## src/rtl/imem_loader_pkg.sv

```systemverilog
// Shared constants for the serial instruction-memory boot loader.
package imem_loader_pkg;

  localparam logic [7:0] SYNC_BYTE_DEFAULT = 8'hA5;

  // Loader FSM encoding
  localparam logic [2:0] WAIT_SYNC = 3'd0;
  localparam logic [2:0] HDR_LO    = 3'd1;
  localparam logic [2:0] HDR_HI    = 3'd2;
  localparam logic [2:0] LOAD      = 3'd3;
  localparam logic [2:0] WRITE     = 3'd4;
  localparam logic [2:0] CHECK     = 3'd5;
  localparam logic [2:0] DONE      = 3'd6;
  localparam logic [2:0] ERROR     = 3'd7;

  // UART receiver encoding
  localparam logic [1:0] RX_IDLE  = 2'd0;
  localparam logic [1:0] RX_START = 2'd1;
  localparam logic [1:0] RX_DATA  = 2'd2;
  localparam logic [1:0] RX_STOP  = 2'd3;

endpackage

```

## src/rtl/uart_rx_byte.sv

```systemverilog
// 8N1 UART byte receiver: input synchronizer, mid-bit sampling, one-cycle byte strobe.
module uart_rx_byte
  import imem_loader_pkg::*;
#(
  parameter int unsigned CLKS_PER_BIT = 434
) (
  input  logic       i_Clk,
  input  logic       i_Rst,
  input  logic       i_Rx,
  output logic       o_Valid,
  output logic [7:0] o_Byte,
  output logic       o_Frame_err
);

  localparam int unsigned CntW = $clog2(CLKS_PER_BIT);
  localparam logic [CntW-1:0] CntFull = CntW'(CLKS_PER_BIT - 1);
  localparam logic [CntW-1:0] CntHalf = CntW'(CLKS_PER_BIT / 2 - 1);

  logic [1:0]      sync_q;
  logic            rx_prev_q;
  logic            rx_s;
  logic [1:0]      state_q, state_d;
  logic [CntW-1:0] cnt_q, cnt_d;
  logic [2:0]      bit_q, bit_d;
  logic [7:0]      shift_q, shift_d;
  logic            valid_q, valid_d;
  logic            ferr_q, ferr_d;

  assign rx_s = sync_q[1];

  always_comb begin
    state_d = state_q;
    cnt_d   = cnt_q;
    bit_d   = bit_q;
    shift_d = shift_q;
    valid_d = 1'b0;
    ferr_d  = 1'b0;
    case (state_q)
      RX_IDLE: begin
        if (rx_prev_q && !rx_s) begin
          state_d = RX_START;
          cnt_d   = '0;
        end
      end
      RX_START: begin
        // Re-check the start bit at mid-bit; a high line was a glitch.
        if (cnt_q == CntHalf) begin
          cnt_d   = '0;
          bit_d   = '0;
          state_d = rx_s ? RX_IDLE : RX_DATA;
        end else begin
          cnt_d = cnt_q + CntW'(1);
        end
      end
      RX_DATA: begin
        if (cnt_q == CntFull) begin
          cnt_d   = '0;
          shift_d = {rx_s, shift_q[7:1]};
          bit_d   = bit_q + 3'd1;
          if (bit_q == 3'd7) state_d = RX_STOP;
        end else begin
          cnt_d = cnt_q + CntW'(1);
        end
      end
      RX_STOP: begin
        if (cnt_q == CntFull) begin
          cnt_d   = '0;
          state_d = RX_IDLE;
          valid_d = rx_s;
          ferr_d  = !rx_s;
        end else begin
          cnt_d = cnt_q + CntW'(1);
        end
      end
      default: state_d = RX_IDLE;
    endcase
  end

  always_ff @(posedge i_Clk or negedge i_Rst) begin
    if (!i_Rst) begin
      sync_q    <= 2'b11;
      rx_prev_q <= 1'b1;
      state_q   <= RX_IDLE;
      cnt_q     <= '0;
      bit_q     <= '0;
      shift_q   <= '0;
      valid_q   <= 1'b0;
      ferr_q    <= 1'b0;
    end else begin
      sync_q    <= {sync_q[0], i_Rx};
      rx_prev_q <= rx_s;
      state_q   <= state_d;
      cnt_q     <= cnt_d;
      bit_q     <= bit_d;
      shift_q   <= shift_d;
      valid_q   <= valid_d;
      ferr_q    <= ferr_d;
    end
  end

  assign o_Valid     = valid_q;
  assign o_Byte      = shift_q;
  assign o_Frame_err = ferr_q;

endmodule

```

## src/rtl/imem_loader.sv

```systemverilog
// Serial boot loader: UART frame -> instruction-memory writes, holding the CPU until loaded.
// Define IMEM_LOADER_CHECKSUM_EN to require a trailing XOR checksum byte per frame.
module imem_loader
  import imem_loader_pkg::*;
#(
  parameter int unsigned CLKS_PER_BIT = 434,
  parameter int unsigned ADDR_WIDTH   = 8,
  parameter logic [7:0]  SYNC_BYTE    = SYNC_BYTE_DEFAULT
) (
  input  logic                  i_Clk,
  input  logic                  i_Rst,
  input  logic                  i_Rx,
  output logic                  o_Wr_en,
  output logic [ADDR_WIDTH-1:0] o_Wr_addr,
  output logic [31:0]           o_Wr_data,
  output logic                  o_Cpu_hold,
  output logic                  o_Done,
  output logic                  o_Err
);

  localparam int unsigned IdxW  = ADDR_WIDTH + 1;
  localparam int unsigned Depth = 2 ** ADDR_WIDTH;

  logic            rx_valid;
  logic [7:0]      rx_byte;
  logic            rx_ferr;

  logic [2:0]      state_q, state_d;
  logic [15:0]     count_q, count_d;
  logic [IdxW-1:0] index_q, index_d;
  logic [31:0]     word_q, word_d;
  logic [1:0]      lane_q, lane_d;
  logic            err_q, err_d;
  logic [15:0]     hdr_count;
  logic [31:0]     next_index;
  logic [2:0]      st_after_data;
`ifdef IMEM_LOADER_CHECKSUM_EN
  logic [7:0]      csum_q, csum_d;
`endif

  uart_rx_byte #(
    .CLKS_PER_BIT(CLKS_PER_BIT)
  ) u_rx (
    .i_Clk      (i_Clk),
    .i_Rst      (i_Rst),
    .i_Rx       (i_Rx),
    .o_Valid    (rx_valid),
    .o_Byte     (rx_byte),
    .o_Frame_err(rx_ferr)
  );

  assign hdr_count  = {rx_byte, count_q[7:0]};
  assign next_index = 32'(index_q) + 32'd1;
`ifdef IMEM_LOADER_CHECKSUM_EN
  assign st_after_data = CHECK;
`else
  assign st_after_data = DONE;
`endif

  always_comb begin
    state_d = state_q;
    count_d = count_q;
    index_d = index_q;
    word_d  = word_q;
    lane_d  = lane_q;
    err_d   = err_q | rx_ferr;
`ifdef IMEM_LOADER_CHECKSUM_EN
    csum_d  = csum_q;
`endif
    case (state_q)
      WAIT_SYNC, DONE, ERROR: begin
        if (rx_valid && rx_byte == SYNC_BYTE) begin
          state_d = HDR_LO;
          index_d = '0;
        end
      end
      HDR_LO: begin
        if (rx_valid) begin
          count_d = {8'h00, rx_byte};
          state_d = HDR_HI;
        end
      end
      HDR_HI: begin
        if (rx_valid) begin
          count_d = hdr_count;
          index_d = '0;
          lane_d  = '0;
`ifdef IMEM_LOADER_CHECKSUM_EN
          csum_d  = '0;
`endif
          if (hdr_count == 16'd0) begin
            state_d = st_after_data;
          end else if (32'(hdr_count) > Depth) begin
            state_d = ERROR;
            err_d   = 1'b1;
          end else begin
            state_d = LOAD;
          end
        end
      end
      LOAD: begin
        // Little-endian: each new byte enters at the top and shifts older bytes down.
        if (rx_valid) begin
          word_d = {rx_byte, word_q[31:8]};
          lane_d = lane_q + 2'd1;
`ifdef IMEM_LOADER_CHECKSUM_EN
          csum_d = csum_q ^ rx_byte;
`endif
          if (lane_q == 2'd3) state_d = WRITE;
        end
      end
      WRITE: begin
        index_d = index_q + IdxW'(1);
        state_d = (next_index < 32'(count_q)) ? LOAD : st_after_data;
      end
`ifdef IMEM_LOADER_CHECKSUM_EN
      CHECK: begin
        if (rx_valid) begin
          if (rx_byte == csum_q) begin
            state_d = DONE;
          end else begin
            state_d = ERROR;
            err_d   = 1'b1;
          end
        end
      end
`endif
      default: state_d = WAIT_SYNC;
    endcase
  end

  always_ff @(posedge i_Clk or negedge i_Rst) begin
    if (!i_Rst) begin
      state_q <= WAIT_SYNC;
      count_q <= '0;
      index_q <= '0;
      word_q  <= '0;
      lane_q  <= '0;
      err_q   <= 1'b0;
`ifdef IMEM_LOADER_CHECKSUM_EN
      csum_q  <= '0;
`endif
    end else begin
      state_q <= state_d;
      count_q <= count_d;
      index_q <= index_d;
      word_q  <= word_d;
      lane_q  <= lane_d;
      err_q   <= err_d;
`ifdef IMEM_LOADER_CHECKSUM_EN
      csum_q  <= csum_d;
`endif
    end
  end

  assign o_Wr_en    = (state_q == WRITE);
  assign o_Wr_addr  = index_q[ADDR_WIDTH-1:0];
  assign o_Wr_data  = word_q;
  assign o_Cpu_hold = (state_q != DONE);
  assign o_Done     = (state_q == DONE);
  assign o_Err      = err_q;

endmodule

```

## config.mk

```make
export PLATFORM = sky130hd
export DESIGN_NAME = imem_loader
export DESIGN_NICKNAME = d
export VERILOG_FILES = /design/src/rtl/imem_loader_pkg.sv /design/src/rtl/uart_rx_byte.sv /design/src/rtl/imem_loader.sv
export SDC_FILE = /design/constraint.sdc
export NUM_CORES = 1
export LEC_CHECK = 0
export CORE_MARGIN = 2
export CORE_UTILIZATION = 40
export CTS_CLUSTER_SIZE = 10
export DETAILED_ROUTE_END_ITERATION = 12
export DONT_BUFFER_PORTS = 1
export HOLD_SLACK_MARGIN = 0.02
export PLACE_DENSITY = 0.6
export SLEW_MARGIN = 20
export SYNTH_ARGS = -nofsm -noshare
export SYNTH_HDL_FRONTEND = slang
export SYNTH_SLANG_ARGS = --single-unit
export TNS_END_PERCENT = 1
```

## constraint.sdc

```tcl
create_clock -name i_Clk -period 2.72 [get_ports i_Clk]
set_clock_uncertainty 0.2 [all_clocks]
set_input_delay 0.544 -clock i_Clk [delete_from_list [all_inputs] [get_ports i_Clk]]
set_output_delay 0.544 -clock i_Clk [all_outputs]
set_load 0.01 [all_outputs]
```

==> results of run 1 <==
-- critical path, stage by stage, from the launching register on --
cell,delay (ns)
dfrtp_1,0.42
ha_4,0.17
nand3_4,0.09
nor2_4,0.14
nand3_2,0.11
xnor2_2,0.17
ha_1,0.31
and4_4,0.21
a211oi_2,0.16
o211ai_1,0.12
and3_1,0.16
a311o_1,0.26
-- worst min path at each step --
stage / cells after the start / endpoint / from
2_1_floorplan: 0 / asynchronous set/reset pin / i_Rst
3_3_place_gp: 0 / u_rx.cnt_q[1]$_DFFE_PN0N_ / i_Rst
3_5_place_dp: 0 / u_rx.cnt_q[1]$_DFFE_PN0N_ / i_Rst
4_1_cts: 0 / u_rx.cnt_q[0]$_DFFE_PN0N_ / i_Rst
5_1_grt: 0 / u_rx.cnt_q[0]$_DFFE_PN0N_ / i_Rst
6_report: 0 / u_rx.cnt_q[0]$_DFFE_PN0N_ / i_Rst
-- registers in the layout, indices dropped and copies added, names as in the netlist, named ones only --
name and flops:
o_Err 1, u_rx.o_Frame_err 1, u_rx.o_Valid 1, index_q 9
u_rx.o_Byte 8, lane_q 2, state_q 3, u_rx.cnt_q 9
u_rx.state_q 1, u_rx.rx_prev_q 1, o_Wr_data 32, u_rx.sync_q 2
u_rx.bit_q 3, count_q 16
-- repair_timing --
item	CTS	global route
resized for setup	1	9
pin swaps	2	10
setup buffers	0	5
endpoints found under the hold margin	91	90
endpoints found under the setup margin	1	1
-- cells in the mapped netlist (5+ instances only) --
cell / n / area [µm²]
ha_1: 16 / 200
xor2_1: 5 / 43.8
a31oi_1: 9 / 56.3
nor2_1: 18 / 67.6
and3_1: 8 / 50.1
xnor2_1: 6 / 52.6
a22o_1: 5 / 43.8
o21ai_0: 40 / 200
clkbuf_1: 10 / 37.5
buf_4: 8 / 60.1
nor2b_1: 7 / 43.8
dfrtp_1: 87 / 2180
inv_1: 23 / 86.3
a21o_1: 6 / 45.0
nand2_1: 33 / 124
mux2_2: 41 / 462
nand3_1: 8 / 40.0
-- cell type report --
| class | count | area, µm² |
|---|---|---|
| Tap cell | 140 | 175 |
| Multi-Input combinational cell | 259 | 1940 |
| Fill cell | 1020 | 5870 |
| Timing Repair Buffer | 27 | 209 |
| Clock buffer | 10 | 128 |
| Clock inverter | 6 | 73.8 |
| Inverter | 24 | 90.1 |
| Sequential cell | 90 | 2260 |
-- metrics by stage --
step           TNS, ns  cells  util [%]  hold slack, ns
3_5_place_dp         0    534      42.6          0.0510
3_3_place_gp         0    534      42.6          0.0511
5_1_grt        -0.0128    556      45.4          -0.375
6_report             0    556      45.4          -0.345
2_1_floorplan        0    396         -          0.0484
4_1_cts              0    551      44.6          -0.364
-- power by group --
group	internal, µW	switching (µW)	leakage [µW]	total [µW]
clock network	438	505	0.0000954	943
registers	1370	57.2	0.00124	1430
logic	69.4	99.7	0.00104	169
-- metal layers --
metal	up-vias	routed length, µm	GRT usage [%]
met5	-	0	0
met4	0	269	8.42
met3	22	386	4.76
met2	56	4010	24.4
met1	1440	3960	19.6
li1	1425	-	-
-- logic make-up after synthesis --
family	share of synthesized area, %
and+or+nand+nor	13.0
DFF	51.9
AOI/OAI and AO/OA	12.0
buffers and inverters	5.01
muxes	11.3
adders and majority gates	4.60
xor gates and xnor gates	2.22
==> metrics.md, run 1 <==
| Metric | Value |
|---|---|
| Outcome | finished with violations |
| Violated checks | negative hold slack |
| CP Launch Point | index_q[0]$_DFFE_PN0P_ |
| Post-Syn Nets | roughly 420 |
| Placement Setup Slack | 0.00923 ns |
| Gpl congestion | just under 0.8 |
| Max Cap Viol | 0 |
| GR Overflow Total | 0 |
| CTS Root Buffer Type | clkbuf_8 |
| Share of layout cells above drive strength 1 | between 20% and 30% |
| Distinct cell type count after synthesis | 52 |
| Setup crit end kind | flip-flop |
| Worst R2R Setup Slack | about 0.094 ns |
| Clock sinks | 90 |
| Final Hold Vio Count | 90 |
| Rows | 38 |
| Nets | between 400 and 500 |
| Die area | between 10000 and 15000 µm² |
| Worst Hold Slack | -0.345 ns |
| Antenna cell count | 0 |
| Post-synth EDFFs | 0 |
| Crit-path max FO | 3 |
| H-tree levels | 3 |
| Routed wire per std cell | roughly 16 µm |
| Pwr/cell area | between 500 and 600 nW/µm² |
| CP Data Required Time | roughly 2.8 ns |
| Detailed-placement wirelength estimate | a little under 6000 µm |
| Vias | approximately 3000 |
| Post-DP Area | approximately 4600 µm² |
| Final worst slack | between 0.09 and 0.1 ns |
| Yosys warnings | 0 |
| Largest net degree at the start of global routing | slightly above 90 |
| Die X | ~110 µm |
| Final setup violation count | 0 |
| DRT iter0 DRCs | between 200 and 250 |
| Worst setup SP type | flip-flop |
| Hold Path Class | in -> async |
| Final instance area | a little under 5000 µm² |
| Port Buffer Count | 0 |
| Register area share after synthesis | 51.9% |
| Clock Pin Slew Worst Setup and Hold Paths | 0.09 ns |
| Die height | 108 µm |
| Worst Setup EP | state_q[2]$_DFFE_PN0P_ |
| Transition time of the tightest slew-check pin | 1.03 ns |
| Hold_buf cts | 1 |
| FF+latch count, synth | 90 |
| Clock latency on the worst-skew pair | 0.38 ns |
| Slew HR | between 30% and 40% |
| Area growth syn-to-layout | 12.1% |
| Core area | between 10000 and 15000 µm² |
| I/O pins | 47 |
| Capturing point of the worst reg2reg path | state_q[2]$_DFFE_PN0P_ |
| DRC viols | 0 |
| Initial antenna violation count | 0 |
| Detailed Route WL | 8630 µm |
| Mapped Area | around 4300 µm² |
| First-pass GRT wire length | between 10000 and 15000 µm |
| Top_reg_cell synth | dfrtp_1 |
| VDD IR max | 345 µV |
| Most common cell after layout, fill and taps aside | dfrtp_1 |
| Clock Tree Buf Depth | 2 |
| GR Util All Layers | 15.7% |
| Pwr Total | around 2500 µW |
| Critical path arrival | around 2.7 ns |
| Vias/cell | roughly 5.3 |
| Reg-to-reg startpoint | index_q[0]$_DFFE_PN0P_ |
| Most frequent cells in the layout | dfrtp_1 (87), mux2_2 (41), o21ai_0 (40) |
| Antenna-violating nets left | 0 |
| Pleak | around 0.0024 µW |
| Post-layout min period | between 2 and 3 ns |
| Worst setup path category | reg -> reg |
| Pre-antenna DRT Iters | 4 |
| Syn Inst Count | about 400 |
| Max Slew Vio Count | 0 |
| Reg2Reg Depth | 11 |
| Starting Density | 40.5% |
| Syn Area/Cell | between 10 and 15 µm² |
| CTS tree | done |
| Number of buffers created by CTS | 9 |
| Fmax | 0.381 GHz |
| Vias in the first global route | between 2000 and 3000 |
| Asr flop ratio synth | between 90% and 100% |
| Period utilization | a little over nine tenths |
Power figures use the tool's default switching activity.
==> inputs of run 2 (changes only) <==
--- a/config.mk
+++ b/config.mk
@@ -5,11 +5,11 @@
 export SDC_FILE = /design/constraint.sdc
 export NUM_CORES = 1
 export LEC_CHECK = 0
-export CORE_MARGIN = 2
 export CORE_UTILIZATION = 40
 export CTS_CLUSTER_SIZE = 10
 export DETAILED_ROUTE_END_ITERATION = 12
 export DONT_BUFFER_PORTS = 1
+export GPL_ROUTABILITY_DRIVEN = 0
 export HOLD_SLACK_MARGIN = 0.02
 export PLACE_DENSITY = 0.6
 export SLEW_MARGIN = 20
==> run 2 against run 1 <==
The flow still finishes with violations (negative hold slack); wire length is 1.6% lower; first-iteration DRC count is 11% lower; clock-buffer cell count unchanged; design area down 0.59%; sequential share of layout area grew 0.27 points; die area fell by 3.7%; register-to-register slack is essentially flat; maximum frequency fell by 0.52%; combinational power grew 19%; cell count shrank 1.1%; critical path type unchanged; critical endpoint unchanged.
==> metrics.md, run 2 (synthesis gave the netlist of run 1 again) <==
| Metric | Value |
|---|---|
| Outcome | finished with violations |
| Violated checks | negative hold slack |
| Core area | 10400 µm² (-3.1%) |
| Most frequent cells in the layout | dfrtp_1 (87), mux2_2 (41), o21ai_0 (39) |
| Nets | 429 (-0.23%) |
| Critical path's top delay family | simple AND/OR/NAND/NOR gates |
| GR Util All Layers | 16.1% (+0.45 points) |
| Final instance area | 4850 µm² (-0.59%) |
| Share of layout cells above drive strength 1 | 24.6% (-0.36 points) |
| Final Hold Vio Count | 90 (unchanged) |
| GR Overflow Total | 0 (unchanged) |
| CTS Root Buffer Type | clkbuf_8 |
| Max Slew Vio Count | 0 (unchanged) |
| H-tree levels | 3 (unchanged) |
| Hold Path Class | in -> async |
| Slowest stage cell, crit path | dfrtp_1 |
| Post-DP Area | 4590 µm² (+0.38%) |
| First-pass GRT wire length | 14200 µm (-0.24%) |
| Initial antenna violation count | 0 (unchanged) |
| Fmax | 0.379 GHz (-0.52%) |
| Hold_buf cts | 1 (unchanged) |
| # placed instances | 533 (-0.19%) |
| Port Buffer Count | 0 (unchanged) |
| Clock sinks | 90 (unchanged) |
| DRT iter0 DRCs | 189 (-11%) |
| Most common cell after layout, fill and taps aside | dfrtp_1 |
| Period utilization | 97.1% (+0.50 points) |
| Antenna cell count | 0 (unchanged) |
| Die height | 106 µm (-1.8%) |
| Number of flip-flops in the largest register | 32 (unchanged) |
| Die X | 106 µm (-1.8%) |
| Max Cap Viol | 0 (unchanged) |
| Detailed Route WL | 8490 µm (-1.6%) |
| Crit-path cells | ha_4 -> nand3_2 -> nor2_4 -> nand3_2 -> xnor2_2 -> ha_1 -> and4_4 -> a211oi_2 -> o211ai_1 -> and3_1 -> a311o_1 |
| Vias | 2984 (+1.4%) |
| CP Launch Point | index_q[1]$_DFFE_PN0P_ |
| Pleak | 0.00237 µW (-0.18%) |
| Die area | 11300 µm² (-3.7%) |
| Worst setup path category | reg -> reg |
| DRC viols | 0 (unchanged) |
| Critical path arrival | 2.69 ns (about the same) |
| Rows | 37 (-2.6%) |
| Clock Tree Buf Depth | 2 (unchanged) |
| Slew HR | 26.9% (-3.7 points) |
| Worst setup SP type | flip-flop |
| Non-Filler Instances | 550 (-1.1%) |
| Largest net degree at the start of global routing | 91 (unchanged) |
| Vias in the first global route | 2933 (-1.4%) |
| Max stage delay on crit path | 0.41 ns (about the same) |
| CTS tree | done |
| Setup crit end kind | flip-flop |
| Transition time of the tightest slew-check pin | 1.09 ns (+0.0555 ns) |
| Fillcell total | 986 (-3.3%) |
| I/O pins | 47 (unchanged) |
| Final core area utilization | 46.5% (+1.2 points) |
| Reg-to-reg startpoint | index_q[1]$_DFFE_PN0P_ |
| Worst Hold Slack | -0.326 ns (+0.0183 ns) |
| Pre-antenna DRT Iters | 4 (unchanged) |
| Area growth syn-to-layout | 11.4% |
| Routed wire per std cell | 15.4 µm (-0.55%) |
| Clock Pin Slew Worst Setup and Hold Paths | 0.09 ns (about the same) |
| Vias/cell | 5.43 (+2.5%) |
| Worst path buffer plus inverter count | 0 (unchanged) |
| CP most frequent cell | nand3_2 |
| Starting Density | 41.8% (+1.3 points) |
| Pwr/cell area | 527 nW/µm² (+1.2%) |
| CP Data Required Time | 2.77 ns (about the same) |
| Clock latency on the worst-skew pair | 0.36 ns (-0.02 ns) |
| Post-layout min period | 2.64 ns (+0.0137 ns) |
| Detailed-placement wirelength estimate | 5850 µm (+1.3%) |
| Number of buffers created by CTS | 9 (unchanged) |
| Antenna-violating nets left | 0 (unchanged) |
| Crit-path max FO | 3 (unchanged) |
| Final setup violation count | 0 (unchanged) |
| VDD IR max | 339 µV (-2.0%) |
[run 2: report_power, final]
part           leakage (µW)  internal [µW]  switching, µW  total (µW)
clock             0.0000989            451            484         935
combinational       0.00103           87.7            113         201
sequential          0.00124           1370           49.1        1420
total               0.00237           1910            645        2550
[run 2: layout make-up]
class | count | area, µm² | area share (%)
tap | 136 | 170 | 3.51
clock buffer | 10 | 138 | 2.84
inverter | 24 | 90.1 | 1.86
multi-input combinational | 259 | 1930 | 39.8
sequential | 90 | 2260 | 46.6
clock inverter | 5 | 63.8 | 1.32
timing repair buffer | 26 | 198 | 4.08
[run 2: what timing repair did]
action / 4_1_cts / 5_1_grt
endpoints found under the setup margin: 1 / 1
endpoints found under the hold margin: 91 / 90
setup buffers: 0 / 1
resized for setup: 1 / 7
pin swaps: 0 / 1
[run 2: final timing paths]
kind,endpoint,slack (ns),cells past startpoint
setup / recovery,state_q[2]$_DFFE_PN0P_,0.08,11
hold / removal,u_rx.cnt_q[0]$_DFFE_PN0N_,-0.33,0
setup reg to reg,state_q[2]$_DFFE_PN0P_,0.08,11
hold reg to reg,u_rx.sync_q[1]$_DFF_PN1_,0.16,0
max in group asynchronous,u_rx.sync_q[0]$_DFF_PN1_,2.44,0
min in group i_Clk,u_rx.sync_q[1]$_DFF_PN1_,0.16,0
[run 2: through the flow]
step / total power [µW] / setup TNS, ns / setup slack [ns]
6_report: 2550 / 0 / 0.0801
5_1_grt: 2680 / -0.00761 / -0.00761
4_1_cts: 2590 / 0 / 0.00104
3_5_place_dp: 1650 / -0.0127 / -0.0127
3_3_place_gp: 1640 / 0 / 0.0735
2_1_floorplan: 1580 / 0 / 0.0289
[run 2: routing by layer]
metal  GRT usage (%)  vias up  share of wire [%]
met5               0        -                  0
met4            5.85        0                1.1
met3            3.92        6                5.2
met2            26.3       76                 49
met1            20.8     1478                 45
li1                -     1424                  -
[run 2: worst register-to-register path: stages, from the launching register on]
cell and delay (ns):
dfrtp_1 0.41, ha_4 0.16, nand3_2 0.11, nor2_4 0.12, nand3_2 0.10, xnor2_2 0.16, ha_1 0.30, and4_4 0.16
a211oi_2 0.20, o211ai_1 0.12, and3_1 0.18, a311o_1 0.30
==> inputs of run 3 (changes only) <==
--- a/config.mk
+++ b/config.mk
@@ -5,11 +5,12 @@
 export SDC_FILE = /design/constraint.sdc
 export NUM_CORES = 1
 export LEC_CHECK = 0
+export CORE_MARGIN = 2
 export CORE_UTILIZATION = 40
 export CTS_CLUSTER_SIZE = 10
 export DETAILED_ROUTE_END_ITERATION = 12
 export DONT_BUFFER_PORTS = 1
-export GPL_ROUTABILITY_DRIVEN = 0
+export GPL_ROUTABILITY_DRIVEN = 1
 export HOLD_SLACK_MARGIN = 0.02
 export PLACE_DENSITY = 0.6
 export SLEW_MARGIN = 20
==> results of run 3 <==
Final layout, timing and power as in run 1 (identical DEF).
